[src/rtl/edge_pulse_scheduler.sv]
// ============================================================================
// Module      : edge_pulse_scheduler
// Description : Clocked multi-channel edge-pulse generator. Toggles on sig_in
//               are detected against a registered copy. Each toggle queues one
//               request per channel. A single shared, registered pulse output
//               is granted round-robin, with a programmable pulse width and a
//               fixed guard gap after every pulse.
// Revision    : 1.0 - initial release
// ============================================================================
`default_nettype none

module edge_pulse_scheduler #(
  parameter int N_CH   = 4,
  parameter int W_BITS = 4,
  parameter int GAP    = 2,
  parameter int SRC_W  = $clog2(N_CH)
) (
  input  logic              clk,
  input  logic              rst_n,
  input  logic [N_CH-1:0]   sig_in,
  input  logic              enable,
  input  logic [W_BITS-1:0] pulse_width,
  output logic              pulse_out,
  output logic [SRC_W-1:0]  pulse_src,
  output logic              busy,
  output logic [N_CH-1:0]   pending,
  output logic              overflow
);

  localparam logic [1:0] S_IDLE  = 2'd0;
  localparam logic [1:0] S_PULSE = 2'd1;
  localparam logic [1:0] S_GAP   = 2'd2;

  localparam logic       HAS_GAP = (GAP > 0);
  localparam logic [3:0] GAP_LD  = 4'(GAP);

  logic [1:0]        state;
  logic [1:0]        state_nx;
  logic [N_CH-1:0]   sig_q;
  logic [N_CH-1:0]   edges;
  logic [W_BITS-1:0] cnt;
  logic [W_BITS-1:0] cnt_nx;
  logic [3:0]        gap_cnt;
  logic [3:0]        gap_nx;
  logic [SRC_W-1:0]  rr;
  logic [SRC_W-1:0]  rr_nx;
  logic [SRC_W-1:0]  src_nx;
  logic              pulse_out_nx;
  logic [N_CH-1:0]   pending_nx;
  logic              overflow_nx;
  logic              grant_found;
  logic              grant_valid;
  logic [SRC_W-1:0]  grant_idx;
  logic [N_CH-1:0]   grant_mask;

  // A toggle is any difference between the live input and last cycle's copy.
  assign edges = sig_in ^ sig_q;
  assign busy  = (state != S_IDLE);

  // Round-robin search: first pending channel after the last grant, wrapping.
  always_comb begin
    int               idx;
    logic [SRC_W-1:0] idx_s;
    grant_found = 1'b0;
    grant_idx   = '0;
    idx         = 0;
    idx_s       = '0;
    for (int k = 1; k <= N_CH; k++) begin
      idx = int'(rr) + k;
      if (idx >= N_CH) begin
        idx = idx - N_CH;
      end
      idx_s = idx[SRC_W-1:0];
      if (!grant_found && pending[idx_s]) begin
        grant_found = 1'b1;
        grant_idx   = idx_s;
      end
    end
    grant_valid = grant_found && enable && (state == S_IDLE);
  end

  // FSM state register.
  always_ff @(posedge clk) begin
    if (!rst_n) begin
      state <= S_IDLE;
    end else begin
      state <= state_nx;
    end
  end

  // FSM next-state decode.
  always_comb begin
    state_nx = state;
    case (state)
      S_IDLE:  if (grant_valid) state_nx = S_PULSE;
      S_PULSE: if (cnt == W_BITS'(1)) state_nx = HAS_GAP ? S_GAP : S_IDLE;
      S_GAP:   if (gap_cnt == 4'd1) state_nx = S_IDLE;
      default: state_nx = S_IDLE;
    endcase
  end

  // FSM outputs: next values of the pulse, counters and request queue.
  always_comb begin
    cnt_nx       = cnt;
    gap_nx       = gap_cnt;
    rr_nx        = rr;
    src_nx       = pulse_src;
    pulse_out_nx = pulse_out;
    grant_mask   = '0;
    if (grant_valid) begin
      grant_mask[grant_idx] = 1'b1;
    end
    // A re-edge on the granted channel re-queues it; the grant does not
    // count as a collision, so it is masked out of the overflow check.
    pending_nx  = (pending & ~grant_mask) | edges;
    overflow_nx = |(edges & pending & ~grant_mask);
    case (state)
      S_IDLE: begin
        if (grant_valid) begin
          src_nx       = grant_idx;
          rr_nx        = grant_idx;
          cnt_nx       = (pulse_width == '0) ? W_BITS'(1) : pulse_width;
          pulse_out_nx = 1'b1;
        end
      end
      S_PULSE: begin
        cnt_nx = cnt - W_BITS'(1);
        if (cnt == W_BITS'(1)) begin
          pulse_out_nx = 1'b0;
          gap_nx       = GAP_LD;
        end
      end
      S_GAP: begin
        gap_nx = gap_cnt - 4'd1;
      end
      default: begin
        pulse_out_nx = 1'b0;
      end
    endcase
  end

  // Datapath registers; reset re-seeds sig_q so no edge appears on release.
  always_ff @(posedge clk) begin
    if (!rst_n) begin
      sig_q     <= sig_in;
      pending   <= '0;
      overflow  <= 1'b0;
      pulse_out <= 1'b0;
      pulse_src <= '0;
      rr        <= '0;
      cnt       <= '0;
      gap_cnt   <= '0;
    end else begin
      sig_q     <= sig_in;
      pending   <= pending_nx;
      overflow  <= overflow_nx;
      pulse_out <= pulse_out_nx;
      pulse_src <= src_nx;
      rr        <= rr_nx;
      cnt       <= cnt_nx;
      gap_cnt   <= gap_nx;
    end
  end

endmodule

`default_nettype wire

[config.mk]
export PLATFORM = sky130hd
export DESIGN_NAME = edge_pulse_scheduler
export DESIGN_NICKNAME = d
export VERILOG_FILES = /design/src/rtl/edge_pulse_scheduler.sv
export SDC_FILE = /design/constraint.sdc
export NUM_CORES = 1
export LEC_CHECK = 0
export ABC_AREA = 1
export CAP_MARGIN = 30
export CORE_ASPECT_RATIO = 0.9
export CORE_MARGIN = 3
export CORE_UTILIZATION = 25
export DETAILED_ROUTE_END_ITERATION = 16
export GPL_TIMING_DRIVEN = 0
export SKIP_CTS_REPAIR_TIMING = 1
export SLEW_MARGIN = 0
export SYNTH_ARGS = -nofsm -noshare
export SYNTH_HDL_FRONTEND = slang
export SYNTH_SLANG_ARGS = --single-unit
[constraint.sdc]
create_clock -name clk -period 2.2 [get_ports clk]
set_clock_uncertainty 0.15 [all_clocks]
set_input_delay 0.66 -clock clk [delete_from_list [all_inputs] [get_ports clk]]
set_output_delay 0.66 -clock clk [all_outputs]
set_load 0.005 [all_outputs]
=== Word level (Yosys, flattened, before mapping) ===
Cells that the tools add are included.

* Add/subtract/negate cells: 10
* Magnitude comparators: 10
* Equality and inequality tests: 7
* Muxes and demuxes: 35
* Bitwise gates (word level): 7
* Reductions and logical operators: 20

{| class="wikitable"
|+ Operator list
! cell !! number
|-
| two-way mux 2 bit || 11
|-
| two-way mux 4 bit || 4
|-
| one-hot mux 4 bit (2 select lines) || 2
|-
| < comparator 2 x 3 -> 1 bit (second input constant) || 5
|-
| bitwise AND 4 bit || 3
|-
| two-way mux 1 bit || 11
|-
| >= comparator 3 bit (second input constant) || 3
|-
| binary-select mux 1 bit (select 2 bit) || 4
|-
| == test 4 x 1 -> 1 bit (second input constant) || 2
|-
| subtractor 2 x 1 -> 2 bit (second input constant) || 4
|-
| subtractor 4 x 1 -> 4 bit (second input constant) || 2
|-
| adder 2 x 2 -> 3 bit (second input constant) || 2
|-
| logical AND 1 bit || 6
|-
| inequality test 2 bit (second input constant) || 3
|-
| one-hot mux 2 bit (3 select lines) || 1
|-
| AND reduction 2 bit || 3
|-
| AND reduction 3 bit || 2
|-
| nonzero test 2 bit || 3
|-
| adder 2 x 3 -> 4 bit (second input constant) || 1
|-
| >= comparator 4 x 3 -> 1 bit (second input constant) || 1
|-
| logical NOT 4 bit || 1
|-
| NOT 4 bit || 1
|-
| bitwise OR 4 bit || 1
|-
| OR reduction 4 bit || 1
|-
| 10 further kinds || 12
|}

* Flip-flop bits (word level): 22
* Input port bits: 11
* Output and inout port bits: 9
* Logic and storage cells: 97

=== Longest topological paths before layout ===
Gate-level depths: netlist (run 1).

* Depth after elaboration: 23
* Gate-level depth with buffers: 16
* Gate-level depth less buffers: 14

=== Least setup slack after synthesis (run 1) ===
OpenSTA, ideal clock, no wires.

* Path type: register to register
* Start: reg rr[0]
* End: reg overflow
* Setup time: 128 ps
* Data arrival time: 1540 ps
* Required time: 1922 ps
* Slack: 382 ps
* Stages on the path, launching flop included: 16
* Buffers on the path: 2
* Period minus slack after synthesis: 1818 ps
* Path through: dfxtp_1 buf_6 inv_4 buf_8 nand2_1 nand3_1 nand2_2 inv_1 nand3_4 nand2_4 nor2_8 nand3_1 nand2_1 nand2_1 nor2_1 nor2_1

* Longest elaborated chain between the ends: 23
* Elaborated cells on any way between the ends: 49
* Those cells by class: add/sub (8); order compare (6); mux (23); bitwise (2); reduce/logical (10)

{| class="wikitable"
|+ RTL lines
! what !! RTL line !! RTL
|-
| from (decl) || 45 || <nowiki>logic [SRC_W-1:0] rr;</nowiki>
|-
| from (signal assigned) || 159 || <nowiki>rr <= rr_nx;</nowiki>
|-
| adder 2 x 1 -> 3 bit || 69 || <nowiki>idx = int'(rr) + k;</nowiki>
|-
| >= comparator 3 bit or subtractor 2 x 1 -> 2 bit (tied branches) || 70, 71 ||
|-
| two-way mux 2 bit || 70 || <nowiki>if (idx >= N_CH) begin</nowiki>
|-
| binary-select mux 1 bit (select 2 bit) || 74 || <nowiki>if (!grant_found && pending[idx_s]) begin</nowiki>
|-
| two-way mux 1 bit (not written as such) || 74 ||
|-
| two-way mux 1 bit || 74 ||
|-
| logical NOT 1 bit || 74 ||
|-
| logical AND 1 bit || 74 ||
|-
| [... 7 more ...] || -- ||
|-
| < comparator 2 x 3 -> 1 bit (not written as such) or >= comparator 2 x 1 -> 1 bit (tied branches) || 111 || <nowiki>grant_mask[grant_idx] = 1'b1;</nowiki>
|-
| logical AND 1 bit (not written as such) || 111 ||
|-
| two-way mux 1 bit (not written as such) || 111 ||
|-
| demux 1 bit (select 2 bit) || 111 ||
|-
| two-way mux 4 bit * || 110 || <nowiki>if (grant_valid) begin</nowiki>
|-
| NOT 4 bit * || 116 || <nowiki>overflow_nx = |(edges & pending & ~grant_mask);</nowiki>
|-
| bitwise AND 4 bit * || 116 ||
|-
| OR reduction 4 bit * || 116 ||
|-
| to (signal assigned) || 156 || <nowiki>overflow <= overflow_nx;</nowiki>
|-
| to (decl) || 27 || <nowiki>output logic overflow</nowiki>
|}

Every way passes the cells marked *; elsewhere a longest branch is shown, timed or not. The select of a mux whose other input is x is not followed.
A chain may end at the register's enable or synchronous reset.

=== Worst setup path in the final report (run 1) ===
* Start: reg state[0]
* End: out busy

* Longest elaborated chain between the ends: 1

{| class="wikitable"
|+ RTL lines
! what !! RTL line !! RTL
|-
| from (decl) || 37 || <nowiki>logic [1:0] state;</nowiki>
|-
| from (signal assigned) || 87 || <nowiki>state <= state_nx;</nowiki>
|-
| nonzero test 2 bit || 58 || <nowiki>assign busy = (state != S_IDLE);</nowiki>
|-
| to (decl) || 25 || <nowiki>output logic busy,</nowiki>
|}

No other way between the ends.

==> results of run 1 <==
-- power breakdown --
part           internal [mW]  switching, mW
registers              0.495         0.0646
logic                  0.534          0.828
clock network          0.159          0.128
-- critical path, stage by stage (launching register included) --
cell,delay (ps)
sky130_fd_sc_hd__dfxtp_1,370
sky130_fd_sc_hd__nor2_2,70
sky130_fd_sc_hd__inv_2,100
sky130_fd_sc_hd__clkdlybuf4s50_1,510
-- path summary, 6_finish.rpt --
kind / from / end / slack, ps / depth (start not counted)
worst min register to register: pulse_out / pulse_out / 310 / 2
worst min-delay path: pulse_out / pulse_out / 310 / 2
worst max register to register: rr[0] / overflow / 170 / 15
worst max-delay path: state[0] / busy / 70 / 3
-- cell families after synthesis --
kind of cell / Yosys count
compound gates: 31
flops: 22
simple gates: 111
fa+ha+maj: 4
buf+inv: 29
xor+xnor: 5
-- layer usage --
layer | part of all wire [%] | wire length [um] | up-vias | global-route usage (%)
li1 | - | - | 692 | -
met1 | 52 | 1520 | 555 | 13.0
met2 | 42 | 1210 | 22 | 13.6
met3 | 4.0 | 117 | 4 | 1.91
met4 | 1.6 | 47 | 0 | 3.32
met5 | 0 | 0 | - | 0
-- area by class of cell --
cell class / instances / share of cell area [%]
plain buffers: 4 / 2.14
inverters: 25 / 5.49
multi-input cells: 151 / 48.5
flip-flops and latches: 22 / 25.1
clock buffers: 4 / 3.14
well taps: 67 / 4.78
repair buffers: 19 / 10.8
-- synthesized netlist by cell type, drive strengths merged --
library cell  number
o21ai             10
a21oi             19
nand4              4
or2                2
dfxtp             22
nor3               3
a31oi              1
nand3             17
o211ai             1
inv               25
nand2             61
xnor2              4
buf                3
xor2               1
clkbuf             1
ha                 4
nor2              24
-- state kept, by name, summed over array words and instances (netlist names) --
register and flops:
cnt 4, gap_cnt 4, pending 4, sig_q 4, rr 2, state 2
overflow 1, pulse_out 1
-- through the flow --
step / hold WS [ps] / instance area, sq um
after floorplan: 305 / 1420
after global placement: 306 / 1700
after detailed placement: 304 / 1700
after CTS: 316 / 1750
after global routing: 349 / 1760
final: 313 / 1760
==> flow_summary.html, run 1 <==
<table>
<tr><th>Metric</th><th>Value</th></tr>
<tr><th colspan="2">Run status</th></tr>
<tr><td>Outcome</td><td>complete, no violations</td></tr>
<tr><th colspan="2">Timing</th></tr>
<tr><td>Clock period minus worst slack</td><td>2130 ps</td></tr>
<tr><td>Tightest Pin Transition</td><td>472 ps</td></tr>
<tr><td>Rel. slew slack</td><td>68.4%</td></tr>
<tr><td>Setup total negative slack</td><td>0 ps</td></tr>
<tr><td>Number of hold violations in the final report</td><td>0</td></tr>
<tr><td>Final Max Tran Viols</td><td>0</td></tr>
<tr><td>Final number of setup-violating endpoints</td><td>0</td></tr>
<tr><td>Final worst path period share</td><td>96.6%</td></tr>
<tr><td>Final setup margin</td><td>75.0 ps</td></tr>
<tr><td>Setup repair after global routing missed its margin</td><td>false</td></tr>
<tr><td>Max Freq</td><td>471 MHz</td></tr>
<tr><th colspan="2">Worst setup path</th></tr>
<tr><td>Sort of element at the start of the critical path</td><td>flip-flop</td></tr>
<tr><td>Arrival time at the worst endpoint</td><td>1320 ps</td></tr>
<tr><td>Critical path class</td><td>reg -&gt; out</td></tr>
<tr><td>Crit. End Element</td><td>primary output</td></tr>
<tr><td>Required @ worst endpoint</td><td>1390 ps</td></tr>
<tr><td>Largest driver fanout on the critical path</td><td>3</td></tr>
<tr><th colspan="2">Logic synthesis</th></tr>
<tr><td>Gate count after technology mapping</td><td>202</td></tr>
<tr><td>Share of the synthesized area in the top cell type</td><td>30.9%</td></tr>
<tr><td>Leading cell types by total area after synthesis</td><td>sky130_fd_sc_hd__dfxtp_1 (31%), sky130_fd_sc_hd__nand2_1 (12%), sky130_fd_sc_hd__nand2_4 (7.1%)</td></tr>
<tr><td>Number of distinct standard cells referenced by the synthesized netlist</td><td>27</td></tr>
<tr><td>Sequential-to-total area share from yosys stat</td><td>30.9%</td></tr>
<tr><td>Yosys top cell by area</td><td>sky130_fd_sc_hd__dfxtp_1</td></tr>
<tr><td>Combinational family with the most area after synthesis</td><td>simple AND/OR/NAND/NOR gates</td></tr>
<tr><td>Syn Nets</td><td>217</td></tr>
<tr><td>Area fraction in compound gates after synthesis</td><td>11.2%</td></tr>
<tr><td>Synthesized area per cell</td><td>7.05 sq um</td></tr>
<tr><td>Post-synthesis adder-cell area fraction</td><td>3.51%</td></tr>
<tr><td>Synthesized flop and latch total</td><td>22</td></tr>
<tr><td>Area share of and/or/nand/nor cells after synthesis</td><td>41.9%</td></tr>
<tr><td>Multiplexer area fraction after synthesis</td><td>0%</td></tr>
<tr><td>Xor and xnor area share after synthesis</td><td>3.08%</td></tr>
<tr><td>Netlist area before placement</td><td>0.00142 sq mm</td></tr>
<tr><td>Total number of yosys warnings</td><td>0</td></tr>
<tr><th colspan="2">Placed design</th></tr>
<tr><td>Number of input and output port buffers inserted</td><td>19</td></tr>
<tr><td>Pre-CTS WS</td><td>-15.0 ps</td></tr>
<tr><td>Dpl hpwl</td><td>2310 um</td></tr>
<tr><td>Number of cells in the design after placement</td><td>288</td></tr>
<tr><td>RD Place Congestion</td><td>0.775</td></tr>
<tr><th colspan="2">Power</th></tr>
<tr><td>Leakage dissipation</td><td>0.737 nW</td></tr>
<tr><td>Max rail drop VDD</td><td>0.435 mV</td></tr>
<tr><td>Total design power</td><td>2.21 mW</td></tr>
<tr><td>Ratio of total power to cell area</td><td>1260 mW/mm^2</td></tr>
<tr><th colspan="2">Floorplanning</th></tr>
<tr><td># IOs</td><td>20</td></tr>
<tr><td>Chip Height</td><td>77.6 um</td></tr>
<tr><td>X dimension of the die</td><td>85.6 um</td></tr>
<tr><td>Die Outline Area</td><td>0.00664 sq mm</td></tr>
<tr><td>Number of cell rows</td><td>25</td></tr>
<tr><td>CORE AREA</td><td>0.00538 sq mm</td></tr>
<tr><td>Initial core utilization</td><td>26.5%</td></tr>
<tr><th colspan="2">Clocking</th></tr>
<tr><td>Library cell used as clock root buffer</td><td>sky130_fd_sc_hd__clkbuf_8</td></tr>
<tr><td>Clock tree from TritonCTS</td><td>done</td></tr>
<tr><td>Clock sink total</td><td>22</td></tr>
<tr><td>Clock transition at path regs</td><td>80 ps</td></tr>
<tr><td>TritonCTS Buffers</td><td>3</td></tr>
<tr><td>Number of buffers between clock root and the deepest sink</td><td>2</td></tr>
<tr><td>Number of H-tree branching levels</td><td>1</td></tr>
<tr><td>Clock insertion delay at the later pin of the skew report</td><td>260 ps</td></tr>
<tr><th colspan="2">Global routing</th></tr>
<tr><td>Vias in the first global route</td><td>1074</td></tr>
<tr><td>All-layer global routing usage</td><td>9.16%</td></tr>
<tr><td>Total overflow reported by the global router</td><td>0</td></tr>
<tr><td>Maximum number of pins on one net before global-route repair</td><td>13</td></tr>
<tr><td>Antenna violations before repair</td><td>0</td></tr>
<tr><td>Wire length of the first global-routing pass</td><td>4930 um</td></tr>
<tr><th colspan="2">Layout</th></tr>
<tr><td>Total number of nets in the final design</td><td>241</td></tr>
<tr><td>Seq. cell area</td><td>440 sq um</td></tr>
<tr><td>Most common cell after layout, fill and taps aside</td><td>sky130_fd_sc_hd__nand2_1</td></tr>
<tr><td>Leading cell types in the layout, fill and taps excluded</td><td>sky130_fd_sc_hd__nand2_1 (45), sky130_fd_sc_hd__dfxtp_1 (22), sky130_fd_sc_hd__inv_1 (21), sky130_fd_sc_hd__nor2_1 (21)</td></tr>
<tr><td>Final core utilization</td><td>32.6%</td></tr>
<tr><td>Fraction of layout cells with a size suffix above 1</td><td>15.6%</td></tr>
<tr><td>Post-synthesis to final-layout area growth</td><td>23.3%</td></tr>
<tr><td>Diode insertion count for antenna repair</td><td>0</td></tr>
<tr><td>Filler instances</td><td>603</td></tr>
<tr><td>Area of the multi-input gates</td><td>852 sq um</td></tr>
<tr><td>Number of standard cells in the layout, taps in and fillers out</td><td>292</td></tr>
<tr><th colspan="2">Job</th></tr>
<tr><td>Max_cap viols</td><td>0</td></tr>
<tr><th colspan="2">Routing</th></tr>
<tr><td>Vias per cell</td><td>4.36</td></tr>
<tr><td>Antenna Violating Nets Remaining</td><td>0</td></tr>
<tr><td>Iter 0 DRT Violations</td><td>66</td></tr>
<tr><td>Sum of routed wire length over all layers</td><td>2890 um</td></tr>
<tr><td>Average wire per standard cell</td><td>9.90 um</td></tr>
<tr><td>Vias after detailed routing</td><td>1273</td></tr>
<tr><td>Pre-Repair DR Iteration Count</td><td>4</td></tr>
<tr><td>Residual DRC count</td><td>0</td></tr>
<tr><th colspan="2">Worst hold path</th></tr>
<tr><td>Worst Hold Class</td><td>reg -&gt; reg</td></tr>
</table>
Note: power is estimated with default switching activity, not from simulation.
==> run 2: changes to the inputs <==
CORE_MARGIN = 2   (was 3)
SKIP_LAST_GASP = 1   (was default)
TNS_END_PERCENT = 10   (was default)
==> run 2 against run 1 <==
Effect of this change:
- die area shrank 4.9%
- cell count rose by 0.68%
- via count grew 0.94%
- core utilization down 1.4 points
- register-to-register slack about the same
- hold slack worse by 3.7 ps
- combinational power barely moved
- count of clock-buffer cells in the layout is 1 lower
==> flow_summary.html, run 2 (synthesis results as in run 1) <==
<table>
<tr><th>Metric</th><th>Value</th></tr>
<tr><th colspan="2">Worst setup path</th></tr>
<tr><td>Origin of the critical flop-to-flop path</td><td>rr[0]</td></tr>
<tr><td>Crit. End Element</td><td>primary output</td></tr>
<tr><td>Bufs and invs on worst path</td><td>2</td></tr>
<tr><td>Arrival time at the worst endpoint</td><td>1320 ps</td></tr>
<tr><td>Crit path max-delay cell type</td><td>sky130_fd_sc_hd__clkdlybuf4s50_1</td></tr>
<tr><td>Number of cells on the worst reg-to-reg path</td><td>16</td></tr>
<tr><td>Required @ worst endpoint</td><td>1390 ps</td></tr>
<tr><td>Crit-path leading delay family</td><td>buffers and inverters</td></tr>
<tr><td>Delay of the slowest cell on the worst path</td><td>510 ps</td></tr>
<tr><td>Sort of element at the start of the critical path</td><td>flip-flop</td></tr>
<tr><td>Critical path class</td><td>reg -&gt; out</td></tr>
<tr><td>Endpoint of the worst-slack reg-to-reg timing path</td><td>overflow</td></tr>
<tr><td>Largest driver fanout on the critical path</td><td>4</td></tr>
<tr><td>Reg2reg setup slack</td><td>180 ps</td></tr>
<tr><td>Cell-by-cell trace of the critical path</td><td>nor2_2 -&gt; inv_2 -&gt; clkdlybuf4s50_1</td></tr>
<tr><th colspan="2">Clocking</th></tr>
<tr><td>Clock tree from TritonCTS</td><td>done</td></tr>
<tr><td>Clock transition at path regs</td><td>80 ps</td></tr>
<tr><td>Clock sink total</td><td>22</td></tr>
<tr><td>Clock insertion delay at the later pin of the skew report</td><td>260 ps</td></tr>
<tr><td>Library cell used as clock root buffer</td><td>sky130_fd_sc_hd__clkbuf_8</td></tr>
<tr><td>Number of H-tree branching levels</td><td>1</td></tr>
<tr><td>TritonCTS Buffers</td><td>3</td></tr>
<tr><td>Number of buffers between clock root and the deepest sink</td><td>2</td></tr>
<tr><th colspan="2">Placed design</th></tr>
<tr><td>RD Place Congestion</td><td>0.781</td></tr>
<tr><td>Number of input and output port buffers inserted</td><td>19</td></tr>
<tr><td>Pre-CTS WS</td><td>-6.45 ps</td></tr>
<tr><td>Placed cell area</td><td>0.00170 sq mm</td></tr>
<tr><td>Dpl hpwl</td><td>2360 um</td></tr>
<tr><th colspan="2">Timing</th></tr>
<tr><td>Number of hold violations in the final report</td><td>0</td></tr>
<tr><td>Final setup margin</td><td>72.7 ps</td></tr>
<tr><td>Final worst path period share</td><td>96.7%</td></tr>
<tr><td>Max Freq</td><td>470 MHz</td></tr>
<tr><td>Final number of setup-violating endpoints</td><td>0</td></tr>
<tr><td>Setup repair after global routing missed its margin</td><td>true</td></tr>
<tr><td>Clock period minus worst slack</td><td>2130 ps</td></tr>
<tr><td>Tightest Pin Transition</td><td>462 ps</td></tr>
<tr><td>Final Max Tran Viols</td><td>0</td></tr>
<tr><td>Rel. slew slack</td><td>69.1%</td></tr>
<tr><th colspan="2">Floorplanning</th></tr>
<tr><td>X dimension of the die</td><td>83.6 um</td></tr>
<tr><td>Number of cell rows</td><td>26</td></tr>
<tr><td>Chip Height</td><td>75.6 um</td></tr>
<tr><td>CORE AREA</td><td>0.00560 sq mm</td></tr>
<tr><td>Die Outline Area</td><td>0.00632 sq mm</td></tr>
<tr><td>Initial core utilization</td><td>25.4%</td></tr>
<tr><td># IOs</td><td>20</td></tr>
<tr><th colspan="2">Routing</th></tr>
<tr><td>Antenna Violating Nets Remaining</td><td>0</td></tr>
<tr><td>Pre-Repair DR Iteration Count</td><td>4</td></tr>
<tr><td>Sum of routed wire length over all layers</td><td>2860 um</td></tr>
<tr><td>Vias per cell</td><td>4.37</td></tr>
<tr><td>Residual DRC count</td><td>0</td></tr>
<tr><td>Iter 0 DRT Violations</td><td>44</td></tr>
<tr><td>Average wire per standard cell</td><td>9.73 um</td></tr>
<tr><td>Vias after detailed routing</td><td>1285</td></tr>
<tr><th colspan="2">Global routing</th></tr>
<tr><td>Vias in the first global route</td><td>1128</td></tr>
<tr><td>Maximum number of pins on one net before global-route repair</td><td>12</td></tr>
<tr><td>Total overflow reported by the global router</td><td>0</td></tr>
<tr><td>All-layer global routing usage</td><td>9.66%</td></tr>
<tr><td>Wire length of the first global-routing pass</td><td>4910 um</td></tr>
<tr><td>Antenna violations before repair</td><td>0</td></tr>
<tr><th colspan="2">Power</th></tr>
<tr><td>Power spent charging and discharging nets</td><td>1.02 mW</td></tr>
<tr><td>Ratio of total power to cell area</td><td>1240 mW/mm^2</td></tr>
<tr><td>Share of total power consumed by net switching</td><td>47.0%</td></tr>
<tr><td>Cell-internal power</td><td>1.15 mW</td></tr>
<tr><td>Max rail drop VDD</td><td>0.429 mV</td></tr>
<tr><td>Share of power burned in registers</td><td>25.8%</td></tr>
<tr><td>Share of power burned in combinational logic</td><td>63.0%</td></tr>
<tr><td>Leakage dissipation</td><td>0.730 nW</td></tr>
<tr><td>Portion of total power attributed to the clock network</td><td>11.2%</td></tr>
<tr><td>Total design power</td><td>2.17 mW</td></tr>
<tr><th colspan="2">Layout</th></tr>
<tr><td>Fraction of layout cells with a size suffix above 1</td><td>15.2%</td></tr>
<tr><td>Post-synthesis to final-layout area growth</td><td>22.6%</td></tr>
<tr><td>Filler instances</td><td>625</td></tr>
<tr><td>Most common cell after layout, fill and taps aside</td><td>sky130_fd_sc_hd__nand2_1</td></tr>
<tr><td>Area of the multi-input gates</td><td>852 sq um</td></tr>
<tr><td>Total number of nets in the final design</td><td>241</td></tr>
<tr><td>Diode insertion count for antenna repair</td><td>0</td></tr>
<tr><td>Final design instance area without fill</td><td>0.00175 sq mm</td></tr>
<tr><td>Seq. cell area</td><td>440 sq um</td></tr>
<tr><td>Leading cell types in the layout, fill and taps excluded</td><td>sky130_fd_sc_hd__nand2_1 (45), sky130_fd_sc_hd__dfxtp_1 (22), sky130_fd_sc_hd__inv_1 (21), sky130_fd_sc_hd__nor2_1 (21)</td></tr>
<tr><th colspan="2">Worst hold path</th></tr>
<tr><td>Hold Path Depth</td><td>2</td></tr>
<tr><td>Origin of the worst min-delay path</td><td>pulse_out</td></tr>
<tr><td>Worst Hold Class</td><td>reg -&gt; reg</td></tr>
<tr><td>End point of the most critical hold path</td><td>pulse_out</td></tr>
<tr><th colspan="2">Run status</th></tr>
<tr><td>Outcome</td><td>complete, no violations</td></tr>
<tr><th colspan="2">Job</th></tr>
<tr><td>Max_cap viols</td><td>0</td></tr>
</table>
## run 2: how the worst max path moves through the flow
stage               slack (ps)  cells past startpoint      from       end
CTS                        -20                      3  state[1]      busy
detailed placement          -6                      4     rst_n  state[1]
floorplan                  380                     15     rr[0]  overflow
finish                      70                      3  state[1]      busy
global route               -10                     15     rr[0]  overflow
global placement            10                      4     rst_n  overflow
## run 2: metal layers
| layer | part of all wire (%) | GRT usage (%) |
|---|---|---|
| met5 | 0 | 0 |
| met2 | 45 | 16.5 |
| met3 | 1.8 | 1.63 |
| met1 | 52 | 12.5 |
| met4 | 1.5 | 3.76 |
## run 2: worst reg2reg max path: stages (launching register included)
cell and delay [ps]:
sky130_fd_sc_hd__dfxtp_1 320, sky130_fd_sc_hd__buf_6 140, sky130_fd_sc_hd__inv_4 60, sky130_fd_sc_hd__buf_8 140, sky130_fd_sc_hd__nand2_4 60, sky130_fd_sc_hd__nand2_4 90
sky130_fd_sc_hd__nand2_2 60, sky130_fd_sc_hd__nand2_2 80, sky130_fd_sc_hd__inv_1 70, sky130_fd_sc_hd__nand3_4 100, sky130_fd_sc_hd__nand2_4 70, sky130_fd_sc_hd__nor2_8 160
sky130_fd_sc_hd__nand3_1 130, sky130_fd_sc_hd__nand2_1 80, sky130_fd_sc_hd__nand2_1 50, sky130_fd_sc_hd__nor2_1 90, sky130_fd_sc_hd__nor2_1 40
## run 2: final cells by class
class / count / share of cell area, %
Buffer: 4 / 2.15
Clock buffer: 3 / 2.37
Inverter: 25 / 5.52
Multi-Input combinational cell: 151 / 48.8
Sequential cell: 22 / 25.2
Tap cell: 70 / 5.02
Timing Repair Buffer: 19 / 10.9
## run 2: per-stage QoR
stage,utilization [%],hold slack (ps),setup TNS [ps],instances
3_3_place_gp,30.4,308,0,291
5_1_grt,31.2,345,-10.9,294
4_1_cts,31.1,316,-24.3,294
3_5_place_dp,30.4,303,-6.45,291
2_1_floorplan,-,305,0,202
6_report,31.2,310,0,294
## run 2: power by group through the flow
stage               combinational [mW]  sequential [mW]  clock [mW]
finish                            1.37            0.560       0.243
global route                      1.54            0.571       0.274
CTS                               1.37            0.560       0.255
detailed placement                1.37            0.569           0
floorplan                         1.05            0.562           0
global placement                  1.35            0.566           0
